==> src/rtl/imem_program_loader_if.sv <==
// Stream-in and instruction-memory write-side signals of the program loader.
// The slave modport is the loader's view; the master modport is the
// surrounding system (byte source plus instruction memory).
interface imem_program_loader_if #(
  parameter int BUS_WIDTH  = 32,
  parameter int ADDR_WIDTH = 10,
  parameter int BYTE_WIDTH = 8
);
  logic                  InValid;
  logic [BYTE_WIDTH-1:0] InData;
  logic                  InReady;
  logic                  IMWriteEn;
  logic [ADDR_WIDTH-1:0] IMAddr;
  logic [BUS_WIDTH-1:0]  IMWriteData;

  modport master (
    output InValid, InData,
    input  InReady, IMWriteEn, IMAddr, IMWriteData
  );

  modport slave (
    input  InValid, InData,
    output InReady, IMWriteEn, IMAddr, IMWriteData
  );
endinterface

==> src/rtl/imem_program_loader.sv <==
// Instruction-memory program loader.
// Takes a byte stream: a 16-bit word count (MSB first), then that many
// instructions of BUS_WIDTH bits each, MSB first. Each word is written to
// consecutive word addresses starting at 0. The CPU is held until the load
// finishes successfully.
//
//  state  | meaning
//  -------+-------------------------------------------------------------
//  IDLE   | after reset, waiting for Start; CPU held
//  HDR    | accepting the two word-count bytes
//  LOAD   | accepting instruction bytes into the word register
//  WRITE  | one-cycle memory write strobe; stream stalled
//  DONE   | load finished, CPU released; stream ignored
//  ERROR  | word count larger than memory depth; CPU held
module imem_program_loader #(
  parameter int BUS_WIDTH  = 32,
  parameter int ADDR_WIDTH = 10,
  parameter int BYTE_WIDTH = 8
) (
  input  logic                 CLK,
  input  logic                 RST_n,
  input  logic                 Start,
  imem_program_loader_if.slave bus,
  output logic                 CPUHold,
  output logic                 Done,
  output logic                 Error
);

  localparam int          BYTES = BUS_WIDTH / BYTE_WIDTH;
  localparam int          BCW   = (BYTES > 1) ? $clog2(BYTES) : 1;
  localparam logic [63:0] DEPTH = 64'd1 << ADDR_WIDTH;

  typedef enum logic [2:0] {
    IDLE,
    HDR,
    LOAD,
    WRITE,
    DONE,
    ERROR
  } state_t;

  state_t                state;
  logic [BCW-1:0]        byteCnt;
  logic [ADDR_WIDTH-1:0] wordCnt;
  logic [15:0]           count;
  logic [BUS_WIDTH-1:0]  word;

  logic                  accept;
  logic [15:0]           hdrCount;
  logic [BUS_WIDTH-1:0]  nextWord;
  logic                  lastWord;

  // Transfer qualifier, header value as it completes, and the shifted word.
  // The last-word test is done on the pre-increment counter so a full-depth
  // load never needs the counter to reach 2^ADDR_WIDTH.
  assign accept   = bus.InValid & bus.InReady;
  assign hdrCount = {count[15:8], 8'(bus.InData)};
  assign nextWord = BUS_WIDTH'({word, bus.InData});
  assign lastWord = (32'(wordCnt) + 32'd1) == 32'(count);

  // Loader FSM; every output is a register updated here.
  always_ff @(posedge CLK or negedge RST_n) begin
    if (!RST_n) begin
      state           <= IDLE;
      byteCnt         <= '0;
      wordCnt         <= '0;
      count           <= '0;
      word            <= '0;
      bus.InReady     <= 1'b0;
      bus.IMWriteEn   <= 1'b0;
      bus.IMAddr      <= '0;
      bus.IMWriteData <= '0;
      CPUHold         <= 1'b1;
      Done            <= 1'b0;
      Error           <= 1'b0;
    end else begin
      case (state)
        IDLE, DONE, ERROR: begin
          if (Start) begin
            state       <= HDR;
            bus.InReady <= 1'b1;
            CPUHold     <= 1'b1;
            Done        <= 1'b0;
            Error       <= 1'b0;
            byteCnt     <= '0;
            wordCnt     <= '0;
            count       <= '0;
          end
        end

        HDR: begin
          if (accept) begin
            if (byteCnt == '0) begin
              count[15:8] <= 8'(bus.InData);
              byteCnt     <= BCW'(1);
            end else begin
              count[7:0] <= 8'(bus.InData);
              byteCnt    <= '0;
              if (hdrCount == 16'd0) begin
                state       <= DONE;
                bus.InReady <= 1'b0;
                Done        <= 1'b1;
                CPUHold     <= 1'b0;
              end else if (64'(hdrCount) > DEPTH) begin
                state       <= ERROR;
                bus.InReady <= 1'b0;
                Error       <= 1'b1;
              end else begin
                state <= LOAD;
              end
            end
          end
        end

        LOAD: begin
          if (accept) begin
            word <= nextWord;
            if (byteCnt == BCW'(BYTES - 1)) begin
              byteCnt         <= '0;
              bus.IMWriteData <= nextWord;
              bus.IMAddr      <= wordCnt;
              bus.IMWriteEn   <= 1'b1;
              bus.InReady     <= 1'b0;
              state           <= WRITE;
            end else begin
              byteCnt <= byteCnt + 1'b1;
            end
          end
        end

        WRITE: begin
          bus.IMWriteEn <= 1'b0;
          wordCnt       <= wordCnt + 1'b1;
          if (lastWord) begin
            state   <= DONE;
            Done    <= 1'b1;
            CPUHold <= 1'b0;
          end else begin
            state       <= LOAD;
            bus.InReady <= 1'b1;
          end
        end

        default: begin
          state       <= IDLE;
          bus.InReady <= 1'b0;
        end
      endcase
    end
  end

endmodule

==> src/flat_wrapper.sv <==
// flat-port wrapper written by rule: the top's interface ports become plain ports
module imem_program_loader_flat 
#(
  parameter int BUS_WIDTH  = 32,
  parameter int ADDR_WIDTH = 10,
  parameter int BYTE_WIDTH = 8
)
  (CLK, RST_n, Start, CPUHold, Done, Error, bus_InValid, bus_InData, bus_InReady, bus_IMWriteEn, bus_IMAddr, bus_IMWriteData);
  imem_program_loader_if #(.BUS_WIDTH(BUS_WIDTH), .ADDR_WIDTH(ADDR_WIDTH), .BYTE_WIDTH(BYTE_WIDTH)) bus_i ();
  input  logic CLK;
  input  logic RST_n;
  input  logic Start;
  output logic CPUHold;
  output logic Done;
  output logic Error;
  input wire logic [$bits(bus_i.InValid)-1:0] bus_InValid;
  input wire logic [$bits(bus_i.InData)-1:0] bus_InData;
  output wire logic [$bits(bus_i.InReady)-1:0] bus_InReady;
  output wire logic [$bits(bus_i.IMWriteEn)-1:0] bus_IMWriteEn;
  output wire logic [$bits(bus_i.IMAddr)-1:0] bus_IMAddr;
  output wire logic [$bits(bus_i.IMWriteData)-1:0] bus_IMWriteData;
  assign bus_i.InValid = bus_InValid;
  assign bus_i.InData = bus_InData;
  assign bus_InReady = bus_i.InReady;
  assign bus_IMWriteEn = bus_i.IMWriteEn;
  assign bus_IMAddr = bus_i.IMAddr;
  assign bus_IMWriteData = bus_i.IMWriteData;
  imem_program_loader #(.BUS_WIDTH(BUS_WIDTH), .ADDR_WIDTH(ADDR_WIDTH), .BYTE_WIDTH(BYTE_WIDTH)) u_core (.CLK(CLK), .RST_n(RST_n), .Start(Start), .bus(bus_i), .CPUHold(CPUHold), .Done(Done), .Error(Error));
endmodule
==> config.mk <==
export PLATFORM = sky130hd
export DESIGN_NAME = imem_program_loader_flat
export DESIGN_NICKNAME = d
export VERILOG_FILES = /design/src/rtl/imem_program_loader_if.sv /design/src/rtl/imem_program_loader.sv /design/src/flat_wrapper.sv
export SDC_FILE = /design/constraint.sdc
export NUM_CORES = 1
export LEC_CHECK = 0
export CORE_ASPECT_RATIO = 1.75
export CORE_UTILIZATION = 45
export DETAILED_ROUTE_END_ITERATION = 16
export PLACE_DENSITY = 0.76
export SYNTH_ARGS = -nofsm -noshare
export SYNTH_HDL_FRONTEND = slang
export SYNTH_SLANG_ARGS = --single-unit
==> constraint.sdc <==
create_clock -name CLK -period 2.35 [get_ports CLK]
set_input_delay 0.47 -clock CLK [delete_from_list [all_inputs] [get_ports CLK]]
set_output_delay 0.47 -clock CLK [all_outputs]
set_load 0.05 [all_outputs]
==> flow_metrics.py <==
metrics = {
    "run_status": {
        "status": "finished clean",
    },
    "die": {
        "start_util_pct": 46.0,
        "die_height_um": 135,
        "fp.dieArea_sq_um": 10500,
        "ios": 59,
        "core-area_sq_um": 9850,
        "die_w_um": 77.9,
        "rows": 48,
    },
    "synth": {
        "seq_area_frac_synth_pct": 56.3,
        "synth_seq_cells": 102,
        "syn-cell-area_sq_um": 4530,
        "synth_ff_type": "dfrtp_1",
        "synth_edf_count": 0,
        "syn_area_per_cell_sq_um": 12.3,
        "synth_nets": 385,
        "synthCells": 370,
        "synthArstFlopShare_pct": 100,
        "synth_warnings": 0,
        "yosysUniqueCellTypes": 53,
    },
    "global_route": {
        "grt_pass1_wl_mm": 16.7,
        "grt_pass1_vias": 3402,
        "antenna_found_initial": 0,
        "grtUsageTotal_pct": 21.2,
        "grt_max_degree": 46,
        "overflow": 0,
    },
    "setup_path": {
        "critPathMaxStageDelay_ns": 0.57,
        "startpoint_type": "register",
        "crit_family": "simple AND/OR/NAND/NOR gates",
        "cp_cell_sequence": "ha_2 -> xnor2_1 -> nand4_1 -> or4b_1 -> or3_4 -> a41o_1",
        "critPathMaxFanout": 2,
        "crit_required_ns": 2.59,
        "end_kind": "register",
        "crit_buf_inv": 0,
        "path_class": "register to register",
        "r2r_setup_slack_ns": 0.05,
        "arrival_ns": 2.53,
        "slowest_stage": "or4b_1",
    },
    "place": {
        "dp_hpwl_mm": 7.64,
        "placed_area_sq_um": 5520,
        "port_buffers": 58,
        "gp_congestion": 0.874,
    },
    "routing": {
        "vias_per_cell": 5.52,
        "vias": 3263,
        "drt-pass1-iter-count": 4,
        "wl_per_cell_um": 17.8,
        "drc": 0,
        "drt_iter0_markers": 235,
        "ant_nets": 0,
        "drt-total-wl_mm": 10.5,
    },
    "power": {
        "power.total_mw": 5.18,
        "irDropWorstVdd_mv": 0.581,
        "p_leak_nw": 2.74,
        "p_per_area_nw_per_um2": 888,
    },
    "clock_tree": {
        "ctsHoldBuffers": 0,
        "cts_max_level": 3,
        "cts_tree": "yes",
        "worstSkewPairLatency_ns": 0.35,
        "numCtsBuffers": 9,
        "root_buffer": "clkbuf_16",
        "clock_sinks": 102,
        "cts-resized-gates": 0,
        "clkTransAtPathRegs_ns": 0.07,
        "clockBufferDepth": 2,
        "post_cts_buffers": 0,
    },
    "layout": {
        "nets": 476,
        "diodes": 0,
        "final_common_cell": "dfrtp_1",
        "postLayoutCoreUtil_pct": 59.2,
        "fin_area_sq_um": 5840,
        "drive_above_1_share_pct": 29.8,
        "fill_cells": 806,
        "synthToLayoutAreaGrowth_pct": 28.7,
        "final_cell_mix": "dfrtp_1 (99), mux2_2 (66), clkdlybuf4s50_1 (57)",
    },
    "min_path": {
        "min_path_type": "primary input to asynchronous set/reset pin",
    },
    "sta": {
        "skew_ns": 0.00572,
        "period_needed_ns": 2.30,
        "slew_headroom_pct": 61.0,
        "hold_violations": 0,
        "setup_viol": 0,
        "slew_violations": 0,
        "whs_ns": 0.115,
        "fin_crit_sh_pct": 97.8,
        "tightest_slew_ns": 0.584,
        "fmax_mhz": 435,
    },
    "job": {
        "drv_cap": 0,
    },
}
## sequential cells by signal, indices dropped and copies added, names as in the netlist, 2 cells and up
register,flops
u_core.bus.IMWriteData,32
u_core.word,24
u_core.count,16
u_core.bus.IMAddr,10
u_core.wordCnt,10
u_core.state,3
u_core.byteCnt,2
## power breakdown
part | switching, mW | internal, mW | total, mW
registers | 0.210 | 1.97 | 2.18
clock network | 0.696 | 0.746 | 1.44
logic | 0.944 | 0.617 | 1.56
total | 1.85 | 3.33 | 5.18
## worst paths after layout
check                                        endpoint  depth (start not counted)              start
setup reg to reg                      u_core.state[1]                          6  u_core.wordCnt[1]
min in group CLK                       u_core.CPUHold                          2     u_core.CPUHold
hold / removal             u_core.bus.IMWriteData[22]                          1              RST_n
setup / recovery                      u_core.state[1]                          6  u_core.wordCnt[1]
hold reg to reg                        u_core.CPUHold                          2     u_core.CPUHold
max in group asynchronous           u_core.wordCnt[3]                          2              RST_n
## cell usage after synthesis, drive strengths merged, types with 2 or more instances
library cell	number	share of area, %
dfrtp	101	56
mux2	66	16
o21ai	24	2.6
nor2	23	1.9
nand2	22	1.8
inv	13	1.1
nand3	13	1.7
clkbuf	11	1.4
xnor2	11	2.1
a21oi	8	0.88
a22o	8	1.5
buf	6	0.69
o31ai	6	0.99
nor3	5	0.91
xor2	4	0.77
and3	3	0.41
ha	3	0.83
nand2b	3	0.41
nor4	3	0.41
o41ai	3	0.58
or3	3	0.41
a211oi	2	0.33
nand4	2	0.61
nor2b	2	0.28
o211ai	2	0.33
o21a	2	0.33
o311ai	2	0.39
## metrics by stage
step,instances,worst slack [ns],TNS (ns)
2_1_floorplan,370,0.0902,0
3_3_place_gp,575,0.00216,0
3_5_place_dp,575,-0.0377,-0.0540
4_1_cts,591,0.0349,0
5_1_grt,591,-0.0237,-0.0237
6_report,591,0.0514,0
## cell families after synthesis
logic type / count (synthesis) / synth area share, %
flip-flops: 102 / 56.3
AND/OR/NAND/NOR: 88 / 10.7
AO/OA/AOI/OAI: 66 / 9.71
multiplexers: 66 / 16.4
buffers and inverters: 30 / 3.12
XOR/XNOR: 15 / 2.90
adder cells (fa/ha/maj): 3 / 0.828
## metal layers
layer	part of all wire (%)	vias to the layer above	global-route usage, %
li1	-	1516	-
met1	38	1615	22.5
met2	55	104	37.8
met3	4.4	28	5.00
met4	3.4	0	12.1
met5	0	-	0
## final cells by class
type                       count  area (sq um)  area share, %
clock buffer                   9           225           3.86
clock inverter                 7          67.6           1.16
timing repair buffer          97           908           15.6
inverter                      13          48.8          0.836
multi-input combinational    238          1870           32.1
tap                          125           156           2.68
sequential                   102          2560           43.8
(Power assumes the default switching activity.)
==> variant 1 (same settings) <==
Register the output `Error` once more, cleared by the reset; this adds one clock of latency there. The other outputs are not delayed to match.
--- a/src/rtl/imem_program_loader.sv
+++ b/src/rtl/imem_program_loader.sv
@@ -40,4 +40,6 @@
   } state_t;
 
+  logic Error_s0;
+
   state_t                state;
   logic [BCW-1:0]        byteCnt;
@@ -73,5 +75,5 @@
       CPUHold         <= 1'b1;
       Done            <= 1'b0;
-      Error           <= 1'b0;
+      Error_s0        <= 1'b0;
     end else begin
       case (state)
@@ -82,5 +84,5 @@
             CPUHold     <= 1'b1;
             Done        <= 1'b0;
-            Error       <= 1'b0;
+            Error_s0    <= 1'b0;
             byteCnt     <= '0;
             wordCnt     <= '0;
@@ -105,5 +107,5 @@
                 state       <= ERROR;
                 bus.InReady <= 1'b0;
-                Error       <= 1'b1;
+                Error_s0    <= 1'b1;
               end else begin
                 state <= LOAD;
@@ -150,4 +152,12 @@
   end
 
+  always_ff @(posedge CLK or negedge RST_n) begin
+    if (!RST_n) begin
+      Error <= '0;
+    end else begin
+      Error <= Error_s0;
+    end
+  end
+
 endmodule
 
Behaviour: not the same (Yosys sat finds a counterexample within 4 cycles, from zero or initial values and one cycle with RST_n low).
==> variant 1 against the original RTL <==
Wire length fell by 5.9%. Final area fell by 1.6%. Cell count decreased by 3.7%. Setup slack gained 0.11 ns. Synthesized area rose by 0.28%. Maximum frequency rose by 5.1%. Power is 32% higher. Sequential cell count grew 1. Largest power group is now combinational logic. Highest routed layer unchanged.
==> variant 1: results (changes against the original RTL) <==
Run status = completed (unchanged)
Iteration-0 DRC Markers = 164 (was 235)
Adder-Cell Fraction of Synth Area = 0.00826 (was 0.00828)
Final net count = 454 (was 476)
Main area contributors after synthesis = dfrtp_1 (56%), mux2_2 (21%), o21ai_0 (2.3%) (was dfrtp_1 (56%), mux2_2 (16%), o21ai_0 (2.6%))
Leading cell types by count after synthesis = dfrtp_1 (102), mux2_2 (83), o21ai_0 (21) (was dfrtp_1 (101), mux2_2 (66), o21ai_0 (24))
DP Area = 5450 µm² (was 5520 µm²)
Placed Instances = 553 (was 575)
Syn avg cell area = 12.7 µm² (was 12.3 µm²)
Clk_skew = 0.00629 ns (was 0.00572 ns)
Worst R2R Setup Slack = 0.22 ns (was 0.05 ns)
P_comb = 2.75 mW (was 1.56 mW)
Post-synth net total = 373 (was 385)
First-pass GRT wire length = 16,600 µm (was 16,700 µm)
Avg Vias per Cell = 5.59 (was 5.52)
Cell area after layout = 5740 µm² (was 5840 µm²)
Leak = 2.61 nW (was 2.74 nW)
Complex-gate fraction of the synthesized area = 0.0859 (was 0.0971)
Reg2reg start = u_core.wordCnt[3] (was u_core.wordCnt[1])
Vias in the first global route = 3,456 (was 3,402)
Place WS = 0.0339 ns (was -0.0377 ns)
Max VDD drop = 694 µV (was 581 µV)
Largest delay share family, worst path = buffers and inverters (was simple AND/OR/NAND/NOR gates)
Fraction of final layout cells sized beyond drive strength 1 = 0.315 (was 0.298)
Tightest Pin Transition = 0.574 ns (was 0.584 ns)
Critical path peak fanout = 4 (was 2)
DRT Pass-1 Iters = 5 (was 4)
Sequential-to-total area share from yosys stat = 0.567 (was 0.563)
Post-DR wirelength/cell = 17.4 µm (was 17.8 µm)
Post-Synth XOR/XNOR Area = 0.0270 (was 0.0290)
FF-to-FF path depth = 7 (was 6)
Worst Setup EP = CPUHold (was u_core.state[1])
Crit path from = u_core.CPUHold (was u_core.wordCnt[1])
FMAX = 457 MHz (was 435 MHz)
Hold_ws = 0.107 ns (was 0.115 ns)
FILL cells = 812 (was 806)
Hpwl dp = 7170 µm (was 7640 µm)
P per Cell Area = 1190 nW/µm² (was 888 nW/µm²)
==> variant 1: cell count changes in the layout (fill, tap and decap cells not counted), moves of 4 or more <==
cell | before | now
buf_4 | 37 | 25
mux2_2 | 66 | 83
nand3_1 | 11 | 3
inv_1 | 13 | 6
nand4_1 | 1 | 5
a22o_1 | 8 | 1
and3_1 | 3 | 11
==> variant 1: area by class of cell <==
type / count / share of cell area
Tap cell: 125 / 0.0272
Multi-Input combinational cell: 234 / 0.328
Inverter: 6 / 0.00392
Timing Repair Buffer: 85 / 0.143
Clock buffer: 10 / 0.0399
Sequential cell: 103 / 0.449
Clock inverter: 6 / 0.00894
==> variant 1: metal layers <==
metal  routed length (µm)  vias up  track usage  share of wire
li1                     -     1456            -              -
met1                 3760     1600        0.217           0.38
met4                  374        0        0.104          0.038
met5                    0        -            0              0
met3                  405       28       0.0493          0.041
met2                 5340       96        0.369           0.54
==> variant 2 (config.mk and constraints unchanged) <==
Made on the original files. `BYTE_WIDTH` is set to 8 in 3 places; all go to 32.
--- a/src/rtl/imem_program_loader_if.sv
+++ b/src/rtl/imem_program_loader_if.sv
@@ -5,5 +5,5 @@
   parameter int BUS_WIDTH  = 32,
   parameter int ADDR_WIDTH = 10,
-  parameter int BYTE_WIDTH = 8
+  parameter int BYTE_WIDTH = 32
 );
   logic                  InValid;
--- a/src/rtl/imem_program_loader.sv
+++ b/src/rtl/imem_program_loader.sv
@@ -16,5 +16,5 @@
   parameter int BUS_WIDTH  = 32,
   parameter int ADDR_WIDTH = 10,
-  parameter int BYTE_WIDTH = 8
+  parameter int BYTE_WIDTH = 32
 ) (
   input  logic                 CLK,
--- a/src/flat_wrapper.sv
+++ b/src/flat_wrapper.sv
@@ -4,5 +4,5 @@
   parameter int BUS_WIDTH  = 32,
   parameter int ADDR_WIDTH = 10,
-  parameter int BYTE_WIDTH = 8
+  parameter int BYTE_WIDTH = 32
 )
   (CLK, RST_n, Start, CPUHold, Done, Error, bus_InValid, bus_InData, bus_InReady, bus_IMWriteEn, bus_IMAddr, bus_IMWriteData);
Ports: changed (resized bus_InData); port bits go from 59 to 83. The function was not compared with the original's and may differ.
==> variant 2 against the original RTL <==
Synthesized area down 21%. Critical endpoint unchanged. Critical path type unchanged. First-iteration DRC count decreased by 19%. Largest cell class unchanged. Wire length fell by 14%. Non-clock buffer count up 11. Setup slack better by 0.14 ns. Final area fell by 15%. Worst hold slack gained 0.037 ns. Sequential cell count fell by 25.
Power is not compared: it rests on default switching activity, and its combinational part moved more than twofold at a synthesized area within 25%.
==> variant 2: results (changes against the original RTL) <==
Run status = completed (unchanged)
Syn avg cell area = 11.5 µm² (was 12.3 µm²)
Total GRT Usage = 0.230 (was 0.212)
Post-synth net total = 350 (was 385)
Avg Vias per Cell = 5.66 (was 5.52)
Final WL = 8980 µm (was 10,500 µm)
Critical path peak fanout = 5 (was 2)
Cell variety after synth = 52 (was 53)
Sequential-to-total area share from yosys stat = 0.537 (was 0.563)
Number of port buffers = 82 (was 58)
FILL cells = 606 (was 806)
Regs by FF count = u_core.bus.IMWriteData (32), u_core.count (16) (was u_core.bus.IMWriteData (32), u_core.word (24), u_core.count (16))
Max VDD drop = 960 µV
Leading cell types by count after synthesis = dfrtp_1 (76), mux2_2 (42), o21ai_0 (21) (was dfrtp_1 (101), mux2_2 (66), o21ai_0 (24))
Crit path DAT = 2.39 ns (was 2.53 ns)
Routability cong. = 0.919 (was 0.874)
First-pass GRT wire length = 14,700 µm (was 16,700 µm)
N_diodes = 0 (unchanged)
Fraction of final layout cells sized beyond drive strength 1 = 0.226 (was 0.298)
Placed Instances = 493 (was 575)
Final Instance Count excl. Fillers = 509 (was 591)
Final net count = 453 (was 476)
Hold Path Class = input port to asynchronous set/reset pin (unchanged)
Hpwl dp = 6570 µm (was 7640 µm)
Tightest Pin Transition = 0.600 ns (was 0.584 ns)
Largest net degree at the start of global routing = 78 (was 46)
Clk_skew = 0.00552 ns (was 0.00572 ns)
Main area contributors after synthesis = dfrtp_1 (53%), mux2_2 (13%), o21ai_0 (2.9%) (was dfrtp_1 (56%), mux2_2 (16%), o21ai_0 (2.6%))
Iteration-0 DRC Markers = 191 (was 235)
Initial antenna violation count = 0 (unchanged)
Vias in the first global route = 3,051 (was 3,402)
FF-to-FF path depth = 7 (was 6)
CTS resizes = 0 (unchanged)
## variant 2: changes by cell type after synthesis, moves of 4 or more
cell     before  now
a31oi_1       0    7
buf_1         4    0
buf_4         0    4
dfrtp_1     101   76
mux2_2       66   42
nand2_1      22   18
nand3_1      12   16
nand4_1       1    5
nor2_1       23   19
## variant 2: power groups by stage
stage	sequential (mW)	clock, mW	combinational, mW
floorplan	3.33	0	1.34
CTS	2.24	1.31	3.71
global placement	2.23	0	3.61
finish	2.25	1.29	3.68
detailed placement	2.26	0	3.69
global route	2.31	1.36	3.92
## variant 2: critical path: stages (launching register included)
cell and delay [ns]:
dfrtp_1 0.43, ha_1 0.20, nand2_1 0.14, a311o_1 0.36, o221ai_1 0.35, a2111oi_4 0.13
buf_4 0.18, a311oi_1 0.26
## variant 2: cell families after synthesis
family	count (synthesis)	share of synthesized area
buffers and inverters	28	0.0345
AND/OR/NAND/NOR	82	0.122
XOR/XNOR	13	0.0317
multiplexers	42	0.132
adder cells (fa/ha/maj)	1	0.00349
AO/OA/AOI/OAI	70	0.139
flip-flops	77	0.537
## variant 2: worst paths after layout
check                                     start                   end  slack, ns
setup / recovery              u_core.wordCnt[1]       u_core.state[1]       0.20
hold / removal                            RST_n  u_core.bus.IMAddr[6]       0.15
setup reg to reg              u_core.wordCnt[1]       u_core.state[1]       0.20
hold reg to reg            u_core.bus.IMAddr[9]  u_core.bus.IMAddr[9]       0.50
max in group asynchronous                 RST_n        u_core.CPUHold       1.87
min in group CLK           u_core.bus.IMAddr[9]  u_core.bus.IMAddr[9]       0.50
## variant 2: per-layer routing
metal	GRT usage	vias up	wire length [µm]
li1	-	1343	-
met1	0.241	1421	3260
met2	0.404	90	4880
met3	0.0647	28	451
met4	0.138	0	389
met5	0	-	0
## variant 2: cell type report
cell class                      instances  area (µm²)  area share
Clock buffer                           12         256      0.0517
Clock inverter                          4        22.5     0.00454
Inverter                               12        45.0     0.00908
Multi-Input combinational cell        208        1550       0.312
Sequential cell                        77        1930       0.389
Tap cell                               88         110      0.0222
Timing Repair Buffer                  108        1050       0.212
## variant 2: stage by stage
stage               area [µm²]  setup slack, ns  utilization
detailed placement        4680           0.0262        0.614
global placement          4680            0.170        0.614
floorplan                 3590            0.410            -
CTS                       4950            0.204        0.650
finish                    4960            0.195        0.651
global route              4960           0.0320        0.651
